### src/rtl/iterative_shifter.sv
// rtl/iterative_shifter.sv - 16-bit rotate/shift unit processing one Cnt bit per cycle over four stages
module iterative_shifter (
  input  logic        clk,
  input  logic        rst,
  input  logic        in_valid,
  output logic        in_ready,
  input  logic [15:0] In,
  input  logic [3:0]  Cnt,
  input  logic [1:0]  Op,
  output logic        out_valid,
  input  logic        out_ready,
  output logic [15:0] Out,
  output logic        busy
);

  typedef enum logic [1:0] {
    IDLE  = 2'd0,
    SHIFT = 2'd1,
    DONE  = 2'd2
  } state_t;

  localparam logic [1:0] OP_ROL = 2'b00;
  localparam logic [1:0] OP_SLL = 2'b01;
  localparam logic [1:0] OP_ROR = 2'b10;
  localparam logic [1:0] OP_SRA = 2'b11;

  state_t      state;
  state_t      state_next;
  logic [15:0] work;
  logic [15:0] work_next;
  logic [3:0]  cnt_q;
  logic [1:0]  op_q;
  logic [1:0]  stage;
  logic [4:0]  amt;
  logic [15:0] stepped;

  // Stage k moves the word by 2^k; the fixed stage count keeps latency independent of Cnt.
  assign amt = 5'd1 << stage;

  always_comb begin
    stepped = work;
    case (op_q)
      OP_ROL: stepped = (work << amt) | (work >> (5'd16 - amt));
      OP_SLL: stepped = work << amt;
      OP_ROR: stepped = (work >> amt) | (work << (5'd16 - amt));
      OP_SRA: stepped = $unsigned($signed(work) >>> amt);
      default: stepped = work;
    endcase
  end

  always_comb begin
    state_next = state;
    work_next  = work;
    case (state)
      IDLE: begin
        if (in_valid) begin
          state_next = SHIFT;
          work_next  = In;
        end
      end
      SHIFT: begin
        if (cnt_q[stage]) work_next = stepped;
        if (stage == 2'd3) state_next = DONE;
      end
      DONE: begin
        if (out_ready) state_next = IDLE;
      end
      default: state_next = IDLE;
    endcase
  end

  always_ff @(posedge clk or posedge rst) begin
    if (rst) begin
      state <= IDLE;
      work  <= 16'h0000;
      cnt_q <= 4'd0;
      op_q  <= 2'd0;
      stage <= 2'd0;
    end else begin
      state <= state_next;
      work  <= work_next;
      if (state == IDLE && in_valid) begin
        cnt_q <= Cnt;
        op_q  <= Op;
        stage <= 2'd0;
      end else if (state == SHIFT) begin
        stage <= stage + 2'd1;
      end
    end
  end

  assign in_ready  = (state == IDLE);
  assign out_valid = (state == DONE);
  assign busy      = (state != IDLE);
  assign Out       = work;

endmodule

### config.mk
export PLATFORM = sky130hd
export DESIGN_NAME = iterative_shifter
export DESIGN_NICKNAME = d
export VERILOG_FILES = /design/src/rtl/iterative_shifter.sv
export SDC_FILE = /design/constraint.sdc
export NUM_CORES = 1
export LEC_CHECK = 0
export CAP_MARGIN = 20
export CORE_MARGIN = 5
export CORE_UTILIZATION = 44
export CTS_CLUSTER_DIAMETER = 30
export DETAILED_ROUTE_END_ITERATION = 10
export PLACE_DENSITY = 0.8
export REMOVE_ABC_BUFFERS = 1
export SLEW_MARGIN = 25
export SYNTH_ARGS = -nofsm -noshare
export SYNTH_HDL_FRONTEND = slang
export SYNTH_SLANG_ARGS = --single-unit
### constraint.sdc
create_clock -name clk -period 2.2 [get_ports clk]
set_input_delay 0.33 -clock clk [delete_from_list [all_inputs] [get_ports clk]]
set_output_delay 0.33 -clock clk [all_outputs]
set_load 0.005 [all_outputs]
==> results.yml <==
synth:
  synth_cell_types: 58
  synth.area.top_cells: "dfrtp_1 19%, mux4_2 11%, mux2i_1 8.2%, mux2_2 6.9%, nand2_1 5.2%"
  syn_area_per_cell_sq_um: 7.99
  netlist_area_sq_um: 3410
  synthArstFlopShare_pct: 100
  synth-main-ff-cell: "dfrtp_1"
  syn_inst: 426
  synth_top_area_share_pct: 19.1
  synth_warnings: 0
  synth_seq_cells: 26
  post-synth-top-area-cell: "dfrtp_1"
  synth-seq-area-share_pct: 19.1
  synth_edf_count: 0
finish:
  final_net_count: 593
  diodes: 0
  multi_input_area_sq_um: 2950
  seq_area_sq_um: 651
  area_growth_pct: 59.4
  drive_gt1_share_pct: 43.2
  layout_commonest_cell: "buf_4"
  final_design_area_no_fill_sq_um: 5430
  fill_cells: 580
  layout_common_cells: "102 x buf_4, 47 x nand2_1, 44 x clkdlybuf4s50_1"
routing:
  drt_wl_total_um: 17200
  wl_per_cell_um: 26.0
  vias: 4628
  dr.pass1.iters: 6
  drt-vias-per-instance: 6.99
  drc_errors: 0
  drt_iter0_drc: 705
  antenna_left: 0
sta:
  fin_crit_ns: 2.35
  max-slew-margin-rel_pct: 38.6
  whs_ns: 0.378
  hold_viol: 0
  tightestPinTransition_ns: 0.918
  final.setup_skew_ns: 0.0232
  rsz0062_at_grt: "yes"
  setup_slack_ns: -0.147
  fin_crit_sh_pct: 107
  setup_viol: 15
  finalMaxSlewViolations: 0
  max_freq_ghz: 0.426
  tns_ns: -1.25
floorplanning:
  dieArea_sq_um: 9600
  initial_core_util_pct: 44.5
  dieHeight_um: 98.0
  core_area_sq_um: 7650
  rows: 32
  io_pins: 45
  die_width_um: 98.0
clock_tree:
  clk_pin_slew_ns: 0.13
  hold_buffers: 0
  cts_max_path_buffers: 2
  clk_latency_ns: 0.31
  cts_tree: "yes"
  htreeDepth: 1
  cts.sinks: 26
  root_buffer: "clkbuf_8"
  numCtsBuffers: 3
placement:
  place.gp.congestion: 1.05
  numPortBuffers: 44
  post-dp-hpwl_um: 11100
  dp_slack_ns: -0.346
  placed_cell_area_sq_um: 4590
setup_path:
  cp.arrival_ns: 2.57
  cp-start-kind: "flip-flop"
  worstPathRequired_ns: 2.42
  regToRegStartpoint: "stage[1]$_DFFE_PP0P_"
  critPathCaptureType: "flip-flop"
  worstRegToRegCells: 11
  rr_endpoint: "Out[11]$_DFFE_PP0P_"
  crit_path_max_fanout: 7
  critPathKind: "flip-flop to flip-flop"
  r2r_slack_ns: -0.15
global_route:
  antenna_found_initial: 1
  grt_pass1_wl_um: 25900
  overflow: 0
  grt.total_usage_pct: 34.2
  grt_max_degree: 27
  grt_pass1_vias: 4583
flow_run:
  cap_violations: 0
outcome:
  status: "complete, but fails checks"
  violations: "setup timing"
worst_hold_path:
  hold_path.class: "primary input to asynchronous set/reset pin"
-- cells by family after synthesis --
kind of cell,Yosys count,synth area share [%]
multiplexers,65,25.8
buffers and inverters,54,7.57
adder cells (fa/ha/maj),6,2.20
AND/OR/NAND/NOR,139,19.0
AO/OA/AOI/OAI,135,26.1
flip-flops,26,19.1
XOR/XNOR,1,0.257
-- critical path, stage by stage, from the launching register on --
cell	delay (ns)
dfrtp_1	0.42
inv_4	0.08
ha_4	0.18
buf_12	0.14
buf_16	0.16
mux2i_4	0.21
buf_6	0.15
mux2_4	0.28
mux2_4	0.28
o21ai_2	0.13
nand2_1	0.07
a31oi_1	0.16
-- layer usage --
metal  up-vias  wire [um]  GRT usage (%)
met5         -          9              0
met4         2       1490           22.0
met1      2131       5860           41.8
li1       1892          -              -
met2       444       7540           53.4
met3       159       2320           8.93
-- layout make-up --
class	count	share of cell area, %
clock buffer	3	0.761
clock inverter	1	0.553
inverter	12	0.899
multi-input combinational	346	54.3
sequential	26	12.0
tap	102	2.35
timing repair buffer	172	29.2
-- worst max-delay path by stage --
stage                    startpoint                  end  slack, ns  depth (start not counted)
3_3_place_gp   stage[1]$_DFFE_PP0P_  Out[13]$_DFFE_PP0P_      -0.33                          9
4_1_cts        stage[0]$_DFFE_PP0P_  Out[14]$_DFFE_PP0P_      -0.08                         11
3_5_place_dp   stage[1]$_DFFE_PP0P_  Out[13]$_DFFE_PP0P_      -0.35                          9
6_report       stage[1]$_DFFE_PP0P_  Out[11]$_DFFE_PP0P_      -0.15                         11
2_1_floorplan  stage[1]$_DFFE_PP0P_   Out[2]$_DFFE_PP0P_      -1.07                         10
5_1_grt        stage[1]$_DFFE_PP0P_   Out[6]$_DFFE_PP0P_      -0.20                          9
-- registers in the layout, summed over array words and instances, names as in the netlist --
register,cells
cnt_q,4
stage,2
state,2
op_q,2
Out,16
-- synth_stat cells, types with 2 or more instances --
| cell | n |
|---|---|
| or3_1 | 11 |
| a221o_1 | 4 |
| nand2_1 | 47 |
| a211o_1 | 3 |
| a211oi_1 | 9 |
| nand4_1 | 3 |
| o22ai_1 | 7 |
| a311o_1 | 2 |
| clkbuf_2 | 2 |
| o21a_1 | 2 |
| dfrtp_1 | 26 |
| clkinv_1 | 2 |
| nor3_1 | 12 |
| nand2b_1 | 6 |
| nor2b_1 | 9 |
| mux2i_1 | 28 |
| inv_2 | 2 |
| and2_1 | 2 |
| a221oi_1 | 3 |
| ha_1 | 6 |
| clkbuf_1 | 20 |
| nand3_1 | 10 |
| and3_1 | 2 |
| buf_4 | 4 |
| o32a_1 | 3 |
| mux4_2 | 16 |
| o21ai_0 | 32 |
| nor2_1 | 32 |
| o211ai_1 | 6 |
| a21oi_1 | 28 |
| o31a_1 | 2 |
| buf_2 | 11 |
| a32oi_1 | 2 |
| a31oi_1 | 14 |
| a22oi_1 | 6 |
| buf_1 | 3 |
| mux2_2 | 21 |
| inv_1 | 8 |
-- through the flow --
step | instances | util, %
4_1_cts | 658 | 67.6
2_1_floorplan | 384 | -
6_report | 662 | 71.0
3_3_place_gp | 633 | 60.0
5_1_grt | 662 | 71.0
3_5_place_dp | 633 | 60.0
-- repair_timing --
| item | CTS | global route |
|---|---|---|
| endpoints found under the setup margin | 16 | 16 |
| resized for setup | 78 | 53 |
| gates cloned | 1 | 0 |
| pin swaps | 37 | 17 |
| buffers inserted | 22 | 4 |
Power is not shown: default switching activity piles up to over one toggle a cycle in this logic, so the estimate is an artifact.
